## src/rtl/gate_seq_pkg.sv

```systemverilog
// Shared definitions for the gate vector sequencer: FSM encoding, settle
// counter width and the legal parameter ranges.
package gate_seq_pkg;

  typedef enum logic [2:0] {
    ST_IDLE   = 3'd0,
    ST_APPLY  = 3'd1,
    ST_SETTLE = 3'd2,
    ST_CHECK  = 3'd3,
    ST_DONE   = 3'd4
  } state_e;

  localparam int SETTLE_W   = 4;
  localparam int N_IN_MIN   = 1;
  localparam int N_IN_MAX   = 4;
  localparam int SETTLE_MIN = 1;
  localparam int SETTLE_MAX = 15;

  function automatic bit cfg_legal(input int nIn, input int settle);
    return (nIn >= N_IN_MIN) && (nIn <= N_IN_MAX) &&
           (settle >= SETTLE_MIN) && (settle <= SETTLE_MAX);
  endfunction

endpackage

```

## src/rtl/gate_vector_sequencer_if.sv

```systemverilog
// Bus between the lab harness / gate instances and the sequencer.
interface gate_vector_sequencer_if #(parameter int N_IN = 2);

  logic                   start;
  logic                   expected_en;
  logic [(1<<N_IN)-1:0]   golden;
  logic                   y_bh;
  logic                   y_df;
  logic                   y_st;
  logic [N_IN-1:0]        vec;
  logic                   busy;
  logic                   done;
  logic                   pass;
  logic [N_IN:0]          err_count;
  logic                   first_err_valid;
  logic [N_IN-1:0]        first_err_vec;

  modport master (
    output start, expected_en, golden, y_bh, y_df, y_st,
    input  vec, busy, done, pass, err_count, first_err_valid, first_err_vec
  );

  modport slave (
    input  start, expected_en, golden, y_bh, y_df, y_st,
    output vec, busy, done, pass, err_count, first_err_valid, first_err_vec
  );

endinterface

```

## src/rtl/settle_timer.sv

```systemverilog
// Down-counter that holds a freshly applied vector for a fixed number of
// cycles; zero_o tells the sequencer the gate outputs may be sampled.
module settle_timer
  import gate_seq_pkg::*;
#(
  parameter int W = SETTLE_W
) (
  input  logic         clk,
  input  logic         rst,
  input  logic         load_i,
  input  logic [W-1:0] load_val_i,
  input  logic         dec_i,
  output logic         zero_o
);

  logic [W-1:0] count_q, count_d;

  always_comb begin
    count_d = count_q;
    if (load_i) begin
      count_d = load_val_i;
    end else if (dec_i && !zero_o) begin
      count_d = count_q - 1'b1;
    end
  end

  always_ff @(posedge clk or posedge rst) begin
    if (rst) begin
      count_q <= '0;
    end else begin
      count_q <= count_d;
    end
  end

  assign zero_o = (count_q == '0);

endmodule

```

## src/rtl/gate_vector_sequencer.sv

```systemverilog
// Walks every input vector through three implementations of one gate and
// records whether they agree with each other and, optionally, with a golden table.
module gate_vector_sequencer
  import gate_seq_pkg::*;
#(
  parameter int N_IN   = 2,
  parameter int SETTLE = 1
) (
  input  logic                 clk,
  input  logic                 rst,
  gate_vector_sequencer_if.slave bus
);

  localparam logic [SETTLE_W-1:0] SettleLoad = SETTLE_W'(SETTLE - 1);

  generate
    if (!cfg_legal(N_IN, SETTLE)) begin : g_bad_cfg
      $error("gate_vector_sequencer: N_IN or SETTLE out of range");
    end
  endgenerate

  state_e            state_q, state_d;
  logic              timerLoad, timerDec, timerZero;
  logic [N_IN-1:0]   vec_q, vec_d;
  logic [N_IN-1:0]   firstErrVec_q, firstErrVec_d;
  logic [N_IN:0]     errCount_q, errCount_d;
  logic              firstErrValid_q, firstErrValid_d;
  logic              pass_q, pass_d;
  logic              expEn_q, expEn_d;
  logic              vecFail;
  logic              lastVec;

  settle_timer #(.W(SETTLE_W)) u_settle_timer (
    .clk        (clk),
    .rst        (rst),
    .load_i     (timerLoad),
    .load_val_i (SettleLoad),
    .dec_i      (timerDec),
    .zero_o     (timerZero)
  );

  assign lastVec = &vec_q;
  assign vecFail = (bus.y_bh != bus.y_df) || (bus.y_df != bus.y_st) ||
                   (expEn_q && (bus.y_bh != bus.golden[vec_q]));

  always_ff @(posedge clk or posedge rst) begin
    if (rst) begin
      state_q <= ST_IDLE;
    end else begin
      state_q <= state_d;
    end
  end

  always_comb begin
    state_d = state_q;
    unique case (state_q)
      ST_IDLE:   if (bus.start) state_d = ST_APPLY;
      ST_APPLY:  state_d = ST_SETTLE;
      ST_SETTLE: if (timerZero) state_d = ST_CHECK;
      ST_CHECK:  state_d = lastVec ? ST_DONE : ST_APPLY;
      ST_DONE:   state_d = ST_IDLE;
      default:   state_d = ST_IDLE;
    endcase
  end

  always_comb begin
    bus.busy  = (state_q == ST_APPLY) || (state_q == ST_SETTLE) ||
                (state_q == ST_CHECK);
    bus.done  = (state_q == ST_DONE);
    timerLoad = (state_q == ST_APPLY);
    timerDec  = (state_q == ST_SETTLE);
  end

  // pass is computed on the last CHECK so it is already valid alongside done.
  always_comb begin
    vec_d           = vec_q;
    errCount_d      = errCount_q;
    firstErrValid_d = firstErrValid_q;
    firstErrVec_d   = firstErrVec_q;
    pass_d          = pass_q;
    expEn_d         = expEn_q;
    unique case (state_q)
      ST_IDLE: begin
        if (bus.start) begin
          vec_d           = '0;
          errCount_d      = '0;
          firstErrValid_d = 1'b0;
          firstErrVec_d   = '0;
          pass_d          = 1'b0;
          expEn_d         = bus.expected_en;
        end
      end
      ST_CHECK: begin
        if (vecFail) begin
          errCount_d = errCount_q + 1'b1;
          if (!firstErrValid_q) begin
            firstErrValid_d = 1'b1;
            firstErrVec_d   = vec_q;
          end
        end
        if (lastVec) begin
          pass_d = (errCount_d == '0);
        end else begin
          vec_d = vec_q + 1'b1;
        end
      end
      default: begin
      end
    endcase
  end

  always_ff @(posedge clk or posedge rst) begin
    if (rst) begin
      vec_q           <= '0;
      errCount_q      <= '0;
      firstErrValid_q <= 1'b0;
      firstErrVec_q   <= '0;
      pass_q          <= 1'b0;
      expEn_q         <= 1'b0;
    end else begin
      vec_q           <= vec_d;
      errCount_q      <= errCount_d;
      firstErrValid_q <= firstErrValid_d;
      firstErrVec_q   <= firstErrVec_d;
      pass_q          <= pass_d;
      expEn_q         <= expEn_d;
    end
  end

  assign bus.vec             = vec_q;
  assign bus.err_count       = errCount_q;
  assign bus.first_err_valid = firstErrValid_q;
  assign bus.first_err_vec   = firstErrVec_q;
  assign bus.pass            = pass_q;

endmodule

```

## src/flat_wrapper.sv

```systemverilog
// flat-port wrapper written by rule: the top's interface ports become plain ports
module gate_vector_sequencer_flat import gate_seq_pkg::*;
#(
  parameter int N_IN   = 2,
  parameter int SETTLE = 1
)
  (clk, rst, bus_start, bus_expected_en, bus_golden, bus_y_bh, bus_y_df, bus_y_st, bus_vec, bus_busy, bus_done, bus_pass, bus_err_count, bus_first_err_valid, bus_first_err_vec);
  gate_vector_sequencer_if #(.N_IN(N_IN)) bus_i ();
  input  logic clk;
  input  logic rst;
  input wire logic [$bits(bus_i.start)-1:0] bus_start;
  input wire logic [$bits(bus_i.expected_en)-1:0] bus_expected_en;
  input wire logic [$bits(bus_i.golden)-1:0] bus_golden;
  input wire logic [$bits(bus_i.y_bh)-1:0] bus_y_bh;
  input wire logic [$bits(bus_i.y_df)-1:0] bus_y_df;
  input wire logic [$bits(bus_i.y_st)-1:0] bus_y_st;
  output wire logic [$bits(bus_i.vec)-1:0] bus_vec;
  output wire logic [$bits(bus_i.busy)-1:0] bus_busy;
  output wire logic [$bits(bus_i.done)-1:0] bus_done;
  output wire logic [$bits(bus_i.pass)-1:0] bus_pass;
  output wire logic [$bits(bus_i.err_count)-1:0] bus_err_count;
  output wire logic [$bits(bus_i.first_err_valid)-1:0] bus_first_err_valid;
  output wire logic [$bits(bus_i.first_err_vec)-1:0] bus_first_err_vec;
  assign bus_i.start = bus_start;
  assign bus_i.expected_en = bus_expected_en;
  assign bus_i.golden = bus_golden;
  assign bus_i.y_bh = bus_y_bh;
  assign bus_i.y_df = bus_y_df;
  assign bus_i.y_st = bus_y_st;
  assign bus_vec = bus_i.vec;
  assign bus_busy = bus_i.busy;
  assign bus_done = bus_i.done;
  assign bus_pass = bus_i.pass;
  assign bus_err_count = bus_i.err_count;
  assign bus_first_err_valid = bus_i.first_err_valid;
  assign bus_first_err_vec = bus_i.first_err_vec;
  gate_vector_sequencer #(.N_IN(N_IN), .SETTLE(SETTLE)) u_core (.clk(clk), .rst(rst), .bus(bus_i));
endmodule
```

## config.mk

```make
export PLATFORM = sky130hd
export DESIGN_NAME = gate_vector_sequencer_flat
export DESIGN_NICKNAME = d
export VERILOG_FILES = /design/src/rtl/gate_seq_pkg.sv /design/src/rtl/gate_vector_sequencer_if.sv /design/src/rtl/settle_timer.sv /design/src/rtl/gate_vector_sequencer.sv /design/src/flat_wrapper.sv
export SDC_FILE = /design/constraint.sdc
export NUM_CORES = 1
export LEC_CHECK = 0
export ABC_AREA = 1
export CORE_MARGIN = 4
export CORE_UTILIZATION = 44
export CTS_BUF_LIST = sky130_fd_sc_hd__clkbuf_4 sky130_fd_sc_hd__clkbuf_8 sky130_fd_sc_hd__clkbuf_16
export CTS_CLUSTER_DIAMETER = 100
export DETAILED_ROUTE_END_ITERATION = 10
export MAX_ROUTING_LAYER = met4
export PLACE_DENSITY = 0.74
export RECOVER_POWER = 50
export SYNTH_ARGS = -nofsm -noshare
export SYNTH_HDL_FRONTEND = slang
export SYNTH_SLANG_ARGS = --single-unit
```

## constraint.sdc

```tcl
create_clock -name clk -period 1.3 [get_ports clk]
set_clock_uncertainty 0.1 [all_clocks]
set_input_delay 0.195 -clock clk [delete_from_list [all_inputs] [get_ports clk]]
set_output_delay 0.195 -clock clk [all_outputs]
set_load 0.01 [all_outputs]
```

==> impl_metrics.env, run 1 <==
export IMPL_antennaDiodeCount=0
export IMPL_clk_pin_slew_ns=0.12
export IMPL_grt_use_total=0.214
export IMPL_routed_wl_microns=3130
export IMPL_syn_inst=119
export IMPL_cp_start_kind="flop"
export IMPL_initial_core_util=0.481
export IMPL_violations="negative setup slack"
export IMPL_status="finished with violations"
export IMPL_firstDrtPassIters=4
export IMPL_buffer_ports_inserted=21
export IMPL_wire_per_inst_microns=15.3
export IMPL_multi_input_area_sq_um=629
export IMPL_fill_cells=112
export IMPL_core_area_sq_um=2020
export IMPL_slowest_stage="dfrtp_1"
export IMPL_place_area_sq_um=1370
export IMPL_ios=22
export IMPL_grt_pass1_vias=1049
export IMPL_rr_startpoint="u_core.state_q[2]"
export IMPL_area_growth_pct=71.0
export IMPL_max_stage_delay_ns=0.41
export IMPL_fin_area_sq_um=1660
export IMPL_place_gp_congestion=0.819
export IMPL_relSlewSlack=0.706
export IMPL_critPathArrivalTime_ns=1.72
export IMPL_min_period_over_period=1.25
export IMPL_vias_per_cell=5.31
export IMPL_setup_tns_ns=-3.19
export IMPL_syn_avg_cell_area_sq_um=8.17
export IMPL_crit_path_end_kind="flop"
export IMPL_maxCapViolCount=0
export IMPL_synthFlopType="dfrtp_1"
export IMPL_drc_errors=0
export IMPL_ys_async_sr_fraction=1.00
export IMPL_cts_root_buffer="clkbuf_4"
export IMPL_final_nets=194
export IMPL_die_x_microns=55.0
export IMPL_synth_warnings=0
export IMPL_ys_types=26
export IMPL_synth_area_sq_um=972
export IMPL_cts_tree="done"
export IMPL_pre_cts_ws_ns=-0.380
export IMPL_vdd_ir_drop_max_v=0.00130
export IMPL_via_count=1089
export IMPL_syn_num_nets=134
export IMPL_crit_fanout=6
export IMPL_rrSetupSlack_ns=-0.32
export IMPL_leakage_nw=0.813
export IMPL_rsz0062_at_grt="yes"
export IMPL_crit_required_ns=1.40
export IMPL_worst_pin_slew_ns=0.440
export IMPL_fin_crit_ns=1.62
export IMPL_grt_max_degree=18
export IMPL_ctsHoldBuffers=0
export IMPL_worstPathCellList="buf_6 -> buf_6 -> nor3_4 -> inv_4 -> nand2_2 -> o211ai_2 -> nand2_1 -> nand2_1"
export IMPL_setup_viol=19
export IMPL_fin_ws_ns=-0.321
export IMPL_cts_buffers=3
export IMPL_worst_setup_path_type="reg2reg"
export IMPL_cts_num_sinks=17
export IMPL_antenna_found_initial=0
export IMPL_grt_first_pass_wirelength_microns=4430
export IMPL_htreeDepth=1
export IMPL_finalPower_w=0.00327
export IMPL_reg2regPathDepth=8
export IMPL_fmax_ghz=0.617
export IMPL_pwr_density_cell_nw_per_um2=1970
export IMPL_hpwlAfterDp_microns=1760
export IMPL_ant_nets=0
export IMPL_critPathBufInv=3
export IMPL_seqCellArea_sq_um=427
export IMPL_rows=16
export IMPL_worstHoldPathType="in2async"
export IMPL_synth_edff_count=0
export IMPL_drt_iter0_drc=42
export IMPL_layout_drive_gt1_share=0.517
export IMPL_cts_buffer_depth=2
export IMPL_clk_latency_ns=0.31
export IMPL_die_h_microns=55.0
export IMPL_r2r_end="u_core.bus.first_err_vec[0]"
export IMPL_synth_seq_cells=17
export IMPL_critical_path_top_delay_family="simple AND/OR/NAND/NOR gates"
export IMPL_yosysSeqAreaShare=0.438
export IMPL_finalHoldViolations=0
export IMPL_grt_overflow_total=0
export IMPL_maxSlewViolCount=0
export IMPL_die_area_sq_um=3030
==> tightest hold or removal path, cell delays in order <==
cell           delay [ns]
dlygate4sd3_1        0.53
inv_1                0.05
clkbuf_2             0.37
==> cell usage in the layout (no fill, tap or decap), types with 7 or more instances in the layout <==
cell type,synthesis,final
buf_4,0,24
nand3_2,2,7
nand2_1,26,15
nand2_2,2,11
inv_1,17,12
buf_6,0,8
dfrtp_1,17,16
clkdlybuf4s50_1,0,9
inv_2,2,7
==> sequential cells by signal, indices dropped and copies added, names as in the netlist <==
signal,flops
u_core.expEn_q,1
u_core.state_q,3
u_core.bus.first_err_valid,1
u_core.u_settle_timer.count_q,4
u_core.bus.pass,1
u_core.bus.first_err_vec,2
u_core.bus.vec,2
u_core.bus.err_count,3
==> routing by layer <==
layer / track usage / vias up / part of all wire
met1: 0.237 / 517 / 0.39
met3: 0.0188 / 11 / 0.057
li1: - / 505 / -
met2: 0.370 / 56 / 0.52
met4: 0.130 / 0 / 0.034
met5: - / - / 0
==> stage by stage <==
| stage | util | hold slack, ns | instances |
|---|---|---|---|
| CTS | 0.754 | 0.0960 | 197 |
| global route | 0.822 | 0.344 | 205 |
| floorplan | - | 0.0210 | 119 |
| finish | 0.822 | 0.289 | 205 |
| detailed placement | 0.675 | 0.402 | 186 |
| global placement | 0.675 | 0.392 | 186 |
==> final cells by class <==
class	instances	area share
clock buffer	3	0.0135
clock inverter	1	0.00301
inverter	20	0.0467
multi-input combinational	83	0.378
sequential	17	0.257
tap	27	0.0203
timing repair buffer	54	0.281
==> timing repair <==
| item | 4_1_cts | 5_1_grt |
|---|---|---|
| cloned | 1 | 0 |
| pin swaps | 10 | 18 |
| setup endpoints to repair | 26 | 23 |
| resized for setup | 51 | 29 |
| buffers inserted | 7 | 8 |
| endpoints found under the hold margin | 0 | 0 |
==> power breakdown <==
part	switching (W)	internal [W]	leakage, nW
Clock	0.000190	0.000115	0.0177
Combinational	0.00115	0.000981	0.574
Sequential	0.000137	0.000697	0.221
Total	0.00148	0.00179	0.813
==> worst max path at each step <==
stage                           start                          end  slack, ns  cells after the start
floorplan           u_core.bus.vec[0]              u_core.bus.pass      -0.09                     12
global placement        bus_golden[3]              u_core.bus.pass      -0.31                     12
detailed placement      bus_golden[2]              u_core.bus.pass      -0.38                     12
CTS                 u_core.bus.vec[0]              u_core.bus.pass      -0.21                     12
global route        u_core.state_q[2]  u_core.bus.first_err_vec[0]      -0.36                      8
finish              u_core.state_q[2]  u_core.bus.first_err_vec[0]      -0.32                      8
==> synth_stat cells (all sizes together) (2+ instances only) <==
master	instances	area, sq um
nand2	29	121
inv	20	77.6
dfrtp	17	425
nand3	11	65.1
nor2	11	53.8
o21ai	11	62.6
nor3	6	41.3
ha	4	50.1
a21oi	2	10.0
nand4	2	12.5
==> cell families after synthesis <==
group / count (synthesis) / synth area share
flip-flops: 17 / 0.438
AO/OA/AOI/OAI: 16 / 0.102
AND/OR/NAND/NOR: 60 / 0.309
XOR/XNOR: 1 / 0.00901
multiplexers: 1 / 0.0116
adder cells (fa/ha/maj): 4 / 0.0515
buffers and inverters: 20 / 0.0798
Power figures use the tool's default switching activity.
==> run 2: changes to the inputs <==
Settings changed: ABC_CLOCK_PERIOD_IN_PS set to 1300.
==> results of run 2 <==
Final layout, timing and power as in run 1 (identical DEF).
